### src/rtl/rab_pkg.sv
// Shared definitions for the RAB read/write drop responders.
// Latency: n/a (types and constants only).
// Backpressure: n/a.
//
// Contents: AXI response codes, responder FSM state encoding and the
// default-width dropped-transaction descriptor.
package rab_pkg;

   localparam logic [1:0] RESP_OKAY   = 2'b00;
   localparam logic [1:0] RESP_SLVERR = 2'b10;

   localparam int DEF_ID_WIDTH   = 4;
   localparam int DEF_USER_WIDTH = 2;
   localparam int LEN_WIDTH      = 8;

   typedef enum logic [1:0] {
      IDLE = 2'd0,
      PASS = 2'd1,
      ERR  = 2'd2
   } r_state_e;

   typedef struct packed {
      logic [DEF_ID_WIDTH-1:0]   id;
      logic [LEN_WIDTH-1:0]      len;
      logic [DEF_USER_WIDTH-1:0] user;
   } drop_desc_t;

endpackage

### src/rtl/axi4_r_drop_responder_if.sv
// AXI4 read-data (R) channel bundle.
// Latency: n/a (wires only).
// Backpressure: rready from the master side, rvalid/payload from the slave side.
//
// Modports: slave drives the R payload and rvalid and samples rready;
// master samples the payload and drives rready.
interface axi4_r_drop_responder_if #(
   parameter int DATA_WIDTH = 32,
   parameter int ID_WIDTH   = 4,
   parameter int USER_WIDTH = 2
);
   logic [ID_WIDTH-1:0]   rid;
   logic [DATA_WIDTH-1:0] rdata;
   logic [1:0]            rresp;
   logic                  rlast;
   logic [USER_WIDTH-1:0] ruser;
   logic                  rvalid;
   logic                  rready;

   modport master (
      input  rid, rdata, rresp, rlast, ruser, rvalid,
      output rready
   );

   modport slave (
      output rid, rdata, rresp, rlast, ruser, rvalid,
      input  rready
   );
endinterface

### src/rtl/rab_sync_fifo.sv
// Generic synchronous FIFO with head-of-queue visibility.
// Latency: a pushed entry is visible at the head one cycle after the push.
// Backpressure: full/empty are from registered state; push when full and pop when empty are ignored.
//
// Ports: clk, rst (sync active-high), push/push_dat, pop, head_dat, full, empty.
module rab_sync_fifo #(
   parameter int WIDTH = 8,
   parameter int DEPTH = 4
) (
   input  logic             clk,
   input  logic             rst,
   input  logic             push,
   input  logic [WIDTH-1:0] push_dat,
   input  logic             pop,
   output logic [WIDTH-1:0] head_dat,
   output logic             full,
   output logic             empty
);
   localparam int AW = $clog2(DEPTH);

   logic [WIDTH-1:0] mem [DEPTH];
   logic [AW-1:0]    wr_ptr;
   logic [AW-1:0]    rd_ptr;
   logic [AW:0]      count;
   logic             do_push;
   logic             do_pop;

   assign do_push  = push && !full;
   assign do_pop   = pop && !empty;
   assign full     = (count == (AW+1)'(DEPTH));
   assign empty    = (count == '0);
   assign head_dat = mem[rd_ptr];

   always_ff @(posedge clk) begin
      if (rst) begin
         wr_ptr <= '0;
         rd_ptr <= '0;
         count  <= '0;
      end else begin
         if (do_push) wr_ptr <= wr_ptr + AW'(1);
         if (do_pop)  rd_ptr <= rd_ptr + AW'(1);
         unique case ({do_push, do_pop})
            2'b10:   count <= count + (AW+1)'(1);
            2'b01:   count <= count - (AW+1)'(1);
            default: count <= count;
         endcase
      end
   end

   // Storage carries no reset; occupancy is tracked by the pointers/count.
   always_ff @(posedge clk) begin
      if (do_push) mem[wr_ptr] <= push_dat;
   end

endmodule

### src/rtl/axi4_r_drop_responder.sv
// R-channel responder: forwards downstream R beats and synthesises SLVERR bursts for dropped reads.
// Latency: passthrough combinational (0 cycles); first error beat 2 cycles after a push into an empty queue.
// Backpressure: s_axi4.rready is forwarded to m_axi4.rready in passthrough; error beats hold while rready is low.
//
// Ports: axi4_aclk, axi4_arst (sync active-high), drop_* descriptor push and
// completion pulse, s_axi4 (upstream R, slave modport), m_axi4 (downstream R,
// master modport). All outputs are forced to zero while reset is asserted.
module axi4_r_drop_responder
   import rab_pkg::*;
#(
   parameter int AXI_DATA_WIDTH = 32,
   parameter int AXI_ID_WIDTH   = 4,
   parameter int AXI_USER_WIDTH = 2,
   parameter int DROP_DEPTH     = 4
) (
   input  logic                      axi4_aclk,
   input  logic                      axi4_arst,
   input  logic                      drop_valid_i,
   output logic                      drop_ready_o,
   input  logic [AXI_ID_WIDTH-1:0]   drop_id_i,
   input  logic [7:0]                drop_len_i,
   input  logic [AXI_USER_WIDTH-1:0] drop_user_i,
   output logic                      drop_done_o,
   axi4_r_drop_responder_if.slave    s_axi4,
   axi4_r_drop_responder_if.master   m_axi4
);
   typedef struct packed {
      logic [AXI_ID_WIDTH-1:0]   id;
      logic [7:0]                len;
      logic [AXI_USER_WIDTH-1:0] user;
   } drop_entry_t;

   drop_entry_t head;
   drop_entry_t push_entry;
   logic        q_full;
   logic        q_empty;
   logic        q_push;
   logic        q_pop;

   r_state_e    state_q, state_d;
   logic [7:0]  cnt_q, cnt_d;
   logic        done_q, done_d;

   logic [AXI_ID_WIDTH-1:0]   out_id;
   logic [AXI_DATA_WIDTH-1:0] out_data;
   logic [1:0]                out_resp;
   logic                      out_last;
   logic [AXI_USER_WIDTH-1:0] out_user;
   logic                      out_vld;
   logic                      in_rdy;

   assign push_entry = '{id: drop_id_i, len: drop_len_i, user: drop_user_i};
   assign q_push     = drop_valid_i && drop_ready_o;

   rab_sync_fifo #(
      .WIDTH ($bits(drop_entry_t)),
      .DEPTH (DROP_DEPTH)
   ) u_drop_q (
      .clk      (axi4_aclk),
      .rst      (axi4_arst),
      .push     (q_push),
      .push_dat (push_entry),
      .pop      (q_pop),
      .head_dat (head),
      .full     (q_full),
      .empty    (q_empty)
   );

   always_ff @(posedge axi4_aclk) begin
      if (axi4_arst) begin
         state_q <= IDLE;
         cnt_q   <= '0;
         done_q  <= 1'b0;
      end else begin
         state_q <= state_d;
         cnt_q   <= cnt_d;
         done_q  <= done_d;
      end
   end

   always_comb begin
      state_d  = state_q;
      cnt_d    = cnt_q;
      done_d   = 1'b0;
      q_pop    = 1'b0;
      out_id   = m_axi4.rid;
      out_data = m_axi4.rdata;
      out_resp = m_axi4.rresp;
      out_last = m_axi4.rlast;
      out_user = m_axi4.ruser;
      out_vld  = m_axi4.rvalid;
      in_rdy   = s_axi4.rready;

      unique case (state_q)
         IDLE: begin
            // A pending drop wins over new downstream bursts; this also gives
            // the single dead cycle between back-to-back error bursts.
            if (!q_empty) begin
               out_vld = 1'b0;
               in_rdy  = 1'b0;
               cnt_d   = '0;
               state_d = ERR;
            end else if (m_axi4.rvalid && s_axi4.rready && !m_axi4.rlast) begin
               state_d = PASS;
            end
         end
         PASS: begin
            // Bursts are never interleaved: stay locked until rlast passes.
            if (m_axi4.rvalid && s_axi4.rready && m_axi4.rlast) begin
               state_d = IDLE;
            end
         end
         ERR: begin
            out_vld  = 1'b1;
            in_rdy   = 1'b0;
            out_id   = head.id;
            out_data = '0;
            out_resp = RESP_SLVERR;
            out_user = head.user;
            out_last = (cnt_q == head.len);
            if (s_axi4.rready) begin
               if (out_last) begin
                  q_pop   = 1'b1;
                  done_d  = 1'b1;
                  state_d = IDLE;
               end else begin
                  // Never passes len, so len=255 cannot wrap the counter.
                  cnt_d = cnt_q + 8'd1;
               end
            end
         end
         default: state_d = IDLE;
      endcase
   end

   assign s_axi4.rid    = axi4_arst ? '0 : out_id;
   assign s_axi4.rdata  = axi4_arst ? '0 : out_data;
   assign s_axi4.rresp  = axi4_arst ? '0 : out_resp;
   assign s_axi4.rlast  = axi4_arst ? 1'b0 : out_last;
   assign s_axi4.ruser  = axi4_arst ? '0 : out_user;
   assign s_axi4.rvalid = axi4_arst ? 1'b0 : out_vld;
   assign m_axi4.rready = axi4_arst ? 1'b0 : in_rdy;
   assign drop_ready_o  = !axi4_arst && !q_full;
   assign drop_done_o   = done_q;

endmodule

### src/flat_wrapper.sv
// flat-port wrapper written by rule: the top's interface ports become plain ports
module axi4_r_drop_responder_flat import rab_pkg::*;
#(
   parameter int AXI_DATA_WIDTH = 32,
   parameter int AXI_ID_WIDTH   = 4,
   parameter int AXI_USER_WIDTH = 2,
   parameter int DROP_DEPTH     = 4
)
  (axi4_aclk, axi4_arst, drop_valid_i, drop_ready_o, drop_id_i, drop_len_i, drop_user_i, drop_done_o, s_axi4_rid, s_axi4_rdata, s_axi4_rresp, s_axi4_rlast, s_axi4_ruser, s_axi4_rvalid, s_axi4_rready, m_axi4_rid, m_axi4_rdata, m_axi4_rresp, m_axi4_rlast, m_axi4_ruser, m_axi4_rvalid, m_axi4_rready);
  axi4_r_drop_responder_if s_axi4_i ();
  axi4_r_drop_responder_if m_axi4_i ();
  input  logic axi4_aclk;
  input  logic axi4_arst;
  input  logic drop_valid_i;
  output logic drop_ready_o;
  input  logic [AXI_ID_WIDTH-1:0] drop_id_i;
  input  logic [7:0] drop_len_i;
  input  logic [AXI_USER_WIDTH-1:0] drop_user_i;
  output logic drop_done_o;
  output wire logic [$bits(s_axi4_i.rid)-1:0] s_axi4_rid;
  output wire logic [$bits(s_axi4_i.rdata)-1:0] s_axi4_rdata;
  output wire logic [$bits(s_axi4_i.rresp)-1:0] s_axi4_rresp;
  output wire logic [$bits(s_axi4_i.rlast)-1:0] s_axi4_rlast;
  output wire logic [$bits(s_axi4_i.ruser)-1:0] s_axi4_ruser;
  output wire logic [$bits(s_axi4_i.rvalid)-1:0] s_axi4_rvalid;
  input wire logic [$bits(s_axi4_i.rready)-1:0] s_axi4_rready;
  input wire logic [$bits(m_axi4_i.rid)-1:0] m_axi4_rid;
  input wire logic [$bits(m_axi4_i.rdata)-1:0] m_axi4_rdata;
  input wire logic [$bits(m_axi4_i.rresp)-1:0] m_axi4_rresp;
  input wire logic [$bits(m_axi4_i.rlast)-1:0] m_axi4_rlast;
  input wire logic [$bits(m_axi4_i.ruser)-1:0] m_axi4_ruser;
  input wire logic [$bits(m_axi4_i.rvalid)-1:0] m_axi4_rvalid;
  output wire logic [$bits(m_axi4_i.rready)-1:0] m_axi4_rready;
  assign s_axi4_rid = s_axi4_i.rid;
  assign s_axi4_rdata = s_axi4_i.rdata;
  assign s_axi4_rresp = s_axi4_i.rresp;
  assign s_axi4_rlast = s_axi4_i.rlast;
  assign s_axi4_ruser = s_axi4_i.ruser;
  assign s_axi4_rvalid = s_axi4_i.rvalid;
  assign s_axi4_i.rready = s_axi4_rready;
  assign m_axi4_i.rid = m_axi4_rid;
  assign m_axi4_i.rdata = m_axi4_rdata;
  assign m_axi4_i.rresp = m_axi4_rresp;
  assign m_axi4_i.rlast = m_axi4_rlast;
  assign m_axi4_i.ruser = m_axi4_ruser;
  assign m_axi4_i.rvalid = m_axi4_rvalid;
  assign m_axi4_rready = m_axi4_i.rready;
  axi4_r_drop_responder #(.AXI_DATA_WIDTH(AXI_DATA_WIDTH), .AXI_ID_WIDTH(AXI_ID_WIDTH), .AXI_USER_WIDTH(AXI_USER_WIDTH), .DROP_DEPTH(DROP_DEPTH)) u_core (.axi4_aclk(axi4_aclk), .axi4_arst(axi4_arst), .drop_valid_i(drop_valid_i), .drop_ready_o(drop_ready_o), .drop_id_i(drop_id_i), .drop_len_i(drop_len_i), .drop_user_i(drop_user_i), .drop_done_o(drop_done_o), .s_axi4(s_axi4_i), .m_axi4(m_axi4_i));
endmodule
### config.mk
export PLATFORM = sky130hd
export DESIGN_NAME = axi4_r_drop_responder_flat
export DESIGN_NICKNAME = d
export VERILOG_FILES = /design/src/rtl/rab_pkg.sv /design/src/rtl/axi4_r_drop_responder_if.sv /design/src/rtl/rab_sync_fifo.sv /design/src/rtl/axi4_r_drop_responder.sv /design/src/flat_wrapper.sv
export SDC_FILE = /design/constraint.sdc
export NUM_CORES = 1
export LEC_CHECK = 0
export ABC_AREA = 1
export BUFFER_PORTS_ARGS = -buffer_cell sky130_fd_sc_hd__buf_2
export CAP_MARGIN = 20
export CORE_ASPECT_RATIO = 0.9
export CORE_MARGIN = 2
export CORE_UTILIZATION = 35
export DETAILED_ROUTE_END_ITERATION = 7
export HOLD_SLACK_MARGIN = 0.06
export PLACE_DENSITY = 0.7
export SYNTH_ARGS = -nofsm -noshare
export SYNTH_HDL_FRONTEND = slang
export SYNTH_SLANG_ARGS = --single-unit
### constraint.sdc
create_clock -name axi4_aclk -period 2.2 [get_ports axi4_aclk]
set_input_delay 0.33 -clock axi4_aclk [delete_from_list [all_inputs] [get_ports axi4_aclk]]
set_output_delay 0.33 -clock axi4_aclk [all_outputs]
set_load 0.1 [all_outputs]
# Word level (Yosys, flattened, before mapping)
# Memories as Yosys holds them, arrays and structs flattened. A register that Yosys moved wholly into a read port is not among the register bits.
# Cells that the tools add are included.
# word_totals
regBits	18
ramBits	56
in_bits	60
out_inout_bits	45
wordCells	75
memories	1
# mem_list
name	words	width	rd	rd_clocked_by_memory_dff	wr	line_no	rtl
u_core.u_drop_q.mem	4	14	1	1	1	rab_sync_fifo.sv:21	logic [WIDTH-1:0] mem [DEPTH];
# classes
n_addsub	5
eq_ne	12
n_mux	34
n_reduce_logical	17
# op_table
cell	n
32-bit two-way mux	2
8-bit two-way mux	3
2-bit two-way mux	11
8-bit one-hot mux with 2 select lines	1
1-bit two-way mux	11
8-bit by 1-bit adder with 8-bit output, second input constant	1
8-bit equality test	1
4-bit two-way mux	2
4-bit AND reduction	2
1-bit logical AND	7
2-bit != test, second input constant	3
2-bit one-hot mux with 3 select lines	1
3-bit one-hot mux with 2 select lines	1
2-bit by 1-bit adder with 2-bit output, second input constant	2
2-bit by 1-bit equality test with 1-bit output, second input constant	2
2-bit equality test, second input constant	2
1-bit zero test	4
2-bit by 1-bit != test with 1-bit output, second input constant	2
1-bit one-hot mux with 2 select lines	2
2-bit nonzero test	2
3-bit by 1-bit adder with 3-bit output, second input constant	1
3-bit equality test, second input constant	1
3-bit zero test	1
3-bit != test, second input constant	1
2 further kinds	2

# Longest topological paths before layout
# Gate-level depths: netlist (run 1).
# depth
depth_word	7
mapped_depth	20
ltp_nobuf	20

# Cells and area by module
# From an unflattened synthesis (run 1), not the netlist that was laid out.
# hier_totals
cells_unflattened	436
hier_area_um2	3900.0
# by_module_without_submodules
mod	n_inst	cells_per_inst	area_per_inst_um2	seq_area_each_um2
rab_sync_fifo	1	205	2677.6	1861.8
axi4_r_drop_responder	1	231	1222.4	220.2

# Worst setup path after synthesis (run 1)
# OpenSTA, ideal clock, no wires.
# synth_path
path_type	input-to-reg
start	input axi4_arst
end	memory u_core.u_drop_q.mem[0][0] (netlist bit), enable pin
setup_ns	0.385
arrival_time_ns	3.238
t_required_ns	1.815
path_slack_ns	-1.423
cell_stages	4
path_buffers	1
cell_sequence	clkbuf_1 > a21oi_1 > nand2_1 > nor2_1
# synth_between
elab_chain_cells	6
# synth_lines
item	line_no	rtl
from (decl)	flat_wrapper.sv:13	input logic axi4_arst;
1-bit zero test	axi4_r_drop_responder.sv:143	assign drop_ready_o = !axi4_arst && !q_full;
1-bit logical AND	axi4_r_drop_responder.sv:143	
via drop_ready_o	flat_wrapper.sv:15	output logic drop_ready_o;
1-bit logical AND	axi4_r_drop_responder.sv:53	assign q_push = drop_valid_i && drop_ready_o;
1-bit logical AND	rab_sync_fifo.sv:28	assign do_push = push && !full;
1-bit two-way mux	rab_sync_fifo.sv:52	if (do_push) mem[wr_ptr] <= push_dat;
1-bit two-way mux (implied by the code)	rab_sync_fifo.sv:52	
to (decl)	rab_sync_fifo.sv:21	
# The timed path passes the listed nets, and every way through them passes these cells.

==> run metrics, run 1 <==
Die Wd=~110 um; Initial DRC Count=~140; CTS max path bufs=2; R2R cell count=19; Primary FF master, synth=edfxtp_1; worst hold slack=~200 ps; status=complete, but fails checks; Final Skew=between 6 and 7 ps; VDD IR max=roughly 0.00034 V; Post-synth EDFFs=56; YS warnings=0; Yosys cell types=30; post-DR wirelength/cell=13.8 um; fmax=between 400 and 500 MHz; reg-to-reg slack, setup=-260 ps; I/O pin total=around 110; antenna violations before repair=0; H-tree Lvls=3; Req. time, crit path=2420 ps; sequential power share=0.354; Antenna Violating Nets Remaining=0; vias in the first global route=between 3000 and 4000; Routed WL=roughly 10000 um; most common cell after layout, fill and taps aside=nor2_1; via count=roughly 3400; Sw Ratio=0.365; GRT Total Usage=0.163; commonest non-fill, non-tap cells in the layout=82 x nor2_1, 73 x inv_1, 68 x nand2_1; first-pass GRT wire length=around 15000 um; Slew HR=0.676; CTS tree=built; Slew Viols, Final=0; hold buffers post-CTS=0; largest net degree at the start of global routing=34; post-synthesis async set-or-reset flop share=0; residual DRC count=0; routed vias/inst=between 4 and 5; IO Port Bufs=104; sequential-to-total area share from yosys stat=0.545; die height=around 100 um; Syn Inst Count=roughly 450; CP Class=flip-flop to flip-flop; max cap viols=0; violated checks=setup timing; Worst Setup Start Kind=flip-flop; synthesis-to-finish area growth=40.7%; Leakage=0.00249 uW; final worst slack=-262 ps; Die Footprint=approximately 12000 sq um; RR Endpoint=u_core.u_drop_q.count[2]$_SDFFE_PP0P_; first drt pass iteration count=4; n_diodes=0; Syn Nets=about 520; detailed placer's ending HPWL=between 6000 and 7000 um; Crit Path Max Fanout=5; Crit. End Element=flip-flop; clk_lat worst skew=approximately 340 ps; final number of hold-violating endpoints=0; gpl congestion=between 0.8 and 0.9; total gr overflow=0; post-synthesis cell area=approximately 3800 sq um; Arr. time, crit path=approximately 2700 ps; Rows=36; Syn Area/Cell=about 8.5 sq um; core area=approximately 11000 sq um; Worst-Margin Slew=about 490 ps; pwr dens=just under 900 nW/um^2; Num CTS Buffers=9; hold_sp=drop_user_i[0]; hold depth=1; clock network fraction of total power=0.339; Worst Hold Path EP=u_core.u_drop_q.mem[2][0]$_DFFE_PP_; Final Core Density=0.501; part of the power in combinational logic=0.307; setup repair after global routing missed its margin=yes; Setup violations, final=3; CTS sink cnt=76; CTS root buf=clkbuf_16; clock transition at the registers of the reported paths=roughly 60 ps; Pint=between 2000 and 3000 uW; nets=roughly 640; initial core utilization=0.356; Yosys reg bits=between 70 and 80; share of layout cells above drive strength 1=0.361; Final Critical Period=about 2500 ps; final critical-path share of the clock period=1.12; Sw Pwr=roughly 1700 uW; Worst Hold Class=primary input to flip-flop
worst max-delay path by stage:
stage,start,to,cells after the start
2_1_floorplan,axi4_arst,s_axi4_rdata[0],5
3_5_place_dp,flip-flop,u_core.u_drop_q.count[2]$_SDFFE_PP0P_,18
6_report,flip-flop,u_core.u_drop_q.count[2]$_SDFFE_PP0P_,19
4_1_cts,flip-flop,u_core.u_drop_q.count[2]$_SDFFE_PP0P_,19
3_3_place_gp,flip-flop,u_core.u_drop_q.count[2]$_SDFFE_PP0P_,18
5_1_grt,flip-flop,u_core.u_drop_q.count[2]$_SDFFE_PP0P_,19
critical path, cell delays in order, from the launching register on:
cell	delay, ps
dfxtp_4	400
clkbuf_16	170
nand2_1	80
nand3_2	90
nand2_1	80
nand2_1	50
nand2_1	60
nand2_2	60
nor2_4	150
nand3_4	100
inv_4	70
nand2_4	60
inv_4	60
ha_4	110
inv_2	40
fa_2	350
a21oi_2	150
o21ai_1	90
o21ai_1	130
a21oi_1	50
sequential cells by signal, indices dropped and copies added (netlist names), named ones only:
register                count
u_core.u_drop_q.wr_ptr      2
u_core.u_drop_q.rd_ptr      2
u_core.state_q              2
u_core.u_drop_q.mem        56
u_core.drop_done_o          1
u_core.u_drop_q.count       3
u_core.cnt_q                8
routing by layer:
layer | up-vias | wire [um] | GRT usage
li1 | 1684 | - | -
met1 | 1605 | 4050 | 0.205
met2 | 87 | 5150 | 0.277
met3 | 13 | 453 | 0.0270
met4 | 0 | 205 | 0.0732
met5 | - | 0 | 0
power groups by stage:
stage,clock (uW),sequential (uW),combinational (uW)
global placement,0,1680,1300
global route,1670,1660,1540
floorplan,0,1670,1060
finish,1590,1660,1440
CTS,1610,1660,1400
detailed placement,0,1690,1320
logic make-up (layout without fill, tap and decap cells):
kind of cell | after synthesis | count (layout) | share of synthesized area
and+or+nand+nor | 216 | 216 | 0.245
buffers and inverters | 94 | 227 | 0.103
DFF | 76 | 76 | 0.545
AOI/OAI and AO/OA | 54 | 54 | 0.0773
adders and majority gates | 7 | 7 | 0.0249
xor gates and xnor gates | 2 | 2 | 0.00458
synth_stat cells (all sizes together) (2+ instances only):
library cell   n  area (sq um)
buf            7          67.6
inv           78           293
nand3         31           215
clkbuf         9          33.8
nor2b          2          12.5
nand2         86           323
o22ai          6          37.5
nor2          90           348
dfxtp         20           400
o21ai         28           140
edfxtp        56          1680
nor3           4          20.0
a21oi         17          92.6
nand4          2          12.5
ha             6          75.1
layout make-up:
type                       count  area (sq um)
fill                         953          5350
sequential                    76          2090
multi-input combinational    279          1550
timing repair buffer         133           946
inverter                      78           305
clock buffer                   9           225
tap                          133           166
clock inverter                 7          97.6
stage by stage:
step	cell area [sq um]	setup TNS [ps]	total power, uW	worst slack [ps]	cells
global route	5380	-1170	4870	-446	715
floorplan	3910	-15540	2730	-353	449
CTS	5190	-699	4660	-239	707
finish	5380	-664	4700	-262	715
detailed placement	4700	-572	3010	-383	690
global placement	4700	-341	2980	-224	690
timing repair:
action | CTS | global route
gates cloned | 1 | 1
pin swaps | 10 | 15
endpoints found under the hold margin | 0 | 0
buffers inserted | 0 | 7
setup endpoints to repair | 43 | 44
resized for setup | 56 | 33
(Power assumes the default switching activity.)
==> inputs of run 2 (changes only) <==
CORE_UTILIZATION = 47   (was 35)
MAX_ROUTING_LAYER = met4   (was unset)
PLACE_DENSITY = 0.87   (was 0.7)
TNS_END_PERCENT = 100   (was unset)
==> run 2 against run 1 <==
- the flow still finishes with violations (setup timing)
- largest power group unchanged
- clock power shrank 35%
- critical path depth shrank 1
- sequential cell count is the same
==> run metrics, run 2 (synthesis gave the netlist of run 1 again) <==
CP Cell Sequence=buf_6, nand2_1, nand3_2, nand2_1, nand2_1, nand3_2, nor2_4, nand3_4, inv_2, nand2_2, inv_2, ha_4, inv_2, fa_2, a21oi_2, o21ai_2, o21ai_1, a21oi_1; CP delay by family, top=simple AND/OR/NAND/NOR gates; max cap viols=0 (unchanged); GR peak layer=met2; synthesis-to-finish area growth=33.1%; most common cell after layout, fill and taps aside=buf_2; antenna violations before repair=0 (unchanged); Die Footprint=8870 sq um (-25%); met1 usage in global routing=0.269 (+0.0643); nets=645 (+0.16%); Critical-path top delay cell=dfxtp_4; via count=3552 (+4.8%); largest net degree at the start of global routing=19 (-44%); Worst Hold Path EP=u_core.u_drop_q.mem[2][10]$_DFFE_PP_; detailed placer's ending HPWL=6980 um (+3.7%); max reg flops=56 (unchanged); die height=89.5 um (-13%); Worst-Margin Slew=494 ps (+8.62 ps); residual DRC count=0 (unchanged); Crit Path Max Fanout=5 (unchanged); Antenna Violating Nets Remaining=0 (unchanged); fmax=412 MHz (+1.3%); violated checks=setup timing; clock transition at the registers of the reported paths=80 ps (+20 ps); post-DR wirelength/cell=15.2 um (+10%); Die Wd=99.0 um (-13%); Leakage=0.00239 uW (-3.9%); Design Power=4120 uW (-12%); Routed WL=10300 um (+4.9%); final worst slack=-229 ps (+32.7 ps); routed vias/inst=5.22 (+10%); gpl congestion=0.843 (-1.2%); hold depth=1 (unchanged); clk_lat worst skew=360 ps (+20 ps); Num CTS Buffers=9 (unchanged); Worst Hold Class=primary input to flip-flop; Crit. End Element=flip-flop; I/O pin total=105 (unchanged); CP max stage delay=420 ps (+20 ps); placed inst area=4680 sq um (-0.37%); grt met3 use=0.0313 (+0.00423); CP Class=flip-flop to flip-flop; initial core utilization=0.481 (+0.124); Rows=31 (-14%); Biggest register=u_core.u_drop_q.mem; Worst Setup Start Kind=flip-flop; share of layout cells above drive strength 1=0.354 (-0.00687); Req. time, crit path=2450 ps (+30 ps); total gr overflow=0 (unchanged); n_diodes=0 (unchanged); H-tree Lvls=3 (unchanged); GRT Total Usage=0.223 (+0.0607); IO Port Bufs=104 (unchanged); R2R cell count=18 (-1); Setup violations, final=3 (unchanged); commonest non-fill, non-tap cells in the layout=94 x buf_2, 81 x nor2_1, 73 x inv_1; VDD IR max=0.000559 V (+65%); Worst Path Buf+Inv=4 (unchanged); RR Endpoint=u_core.u_drop_q.count[2]$_SDFFE_PP0P_; CTS tree=built; Final Critical Period=2430 ps (-32.7 ps); Slew HR=0.673 (-0.00272); Slew Viols, Final=0 (unchanged); vias in the first global route=3101 (+0.45%); CTS max path bufs=2 (unchanged); first drt pass iteration count=5 (+1); met2 Resource Use GR=0.375 (+0.0972); final critical-path share of the clock period=1.10 (-0.0149); pre-CTS setup slack=-372 ps (+11.4 ps); status=complete, but fails checks; CTS root buf=clkbuf_8; Final Core Density=0.640 (+0.138); worst hold slack=183 ps (-20.7 ps); Initial DRC Count=340 (+140%); first-pass GRT wire length=14800 um (-1.5%); setup repair after global routing missed its margin=yes; hold_sp=drop_id_i[0]; hold buffers post-CTS=0 (unchanged); Final Skew=7.85 ps (+1.54 ps); cell area after layout=5090 sq um (-5.4%); final number of hold-violating endpoints=0 (unchanged); pwr dens=811 nW/um^2 (-7.2%); core area=7950 sq um (-26%); Arr. time, crit path=2680 ps (about the same); Top Registers=u_core.u_drop_q.mem (56), u_core.cnt_q (8), u_core.u_drop_q.count (3); CTS sink cnt=76 (unchanged); reg-to-reg slack, setup=-230 ps (+30 ps)
==> run 2: metal layers <==
| layer | wire length [um] | part of all wire | up-vias |
|---|---|---|---|
| li1 | - | - | 1685 |
| met1 | 4010 | 0.39 | 1641 |
| met2 | 5280 | 0.51 | 194 |
| met3 | 730 | 0.071 | 32 |
| met4 | 329 | 0.032 | 0 |
| met5 | 0 | 0 | - |
==> run 2: where the power goes <==
part / total [uW] / internal, uW / switching (uW) / leakage, uW
logic: 1430 / 346 / 1080 / 0.00163
registers: 1650 / 1610 / 47.3 / 0.000673
clock network: 1040 / 513 / 529 / 0.0000874
==> run 2: area by class of cell <==
| type | instances | area (sq um) |
|---|---|---|
| timing repair buffer | 134 | 855 |
| sequential | 76 | 2090 |
| inverter | 78 | 303 |
| multi-input combinational | 279 | 1540 |
| clock buffer | 10 | 128 |
| tap | 99 | 124 |
| fill | 538 | 2860 |
| clock inverter | 5 | 53.8 |
==> run 2: worst register-to-register path: stages (launching register included) <==
cell and delay (ps):
dfxtp_4 420, buf_6 150, nand2_1 70, nand3_2 90, nand2_1 60, nand2_1 70, nand3_2 100, nor2_4 150
nand3_4 80, inv_2 70, nand2_2 60, inv_2 80, ha_4 120, inv_2 40, fa_2 360, a21oi_2 150
o21ai_2 80, o21ai_1 120, a21oi_1 50
==> run 2: worst max-delay path by stage <==
stage | startpoint | to | slack, ps | cells after the start
finish | flip-flop | u_core.u_drop_q.count[2]$_SDFFE_PP0P_ | -230 | 18
CTS | flip-flop | u_core.u_drop_q.count[1]$_SDFFE_PP0P_ | -160 | 18
floorplan | axi4_arst | s_axi4_rdata[0] | -350 | 5
detailed placement | flip-flop | u_core.u_drop_q.count[2]$_SDFFE_PP0P_ | -370 | 18
global route | flip-flop | u_core.u_drop_q.count[2]$_SDFFE_PP0P_ | -360 | 18
global placement | flip-flop | u_core.u_drop_q.count[2]$_SDFFE_PP0P_ | -190 | 20
==> run 2: stage by stage <==
step | cells | setup TNS [ps]
after floorplan | 449 | -15540
after global placement | 661 | -263
after detailed placement | 661 | -589
after CTS | 681 | -467
after global routing | 681 | -1160
final | 681 | -586
==> run 2: timing repair <==
action	CTS	global route
resized for setup	34	28
setup buffers	4	0
setup endpoints to repair	9	11
pin swaps	10	3
cloned	1	0
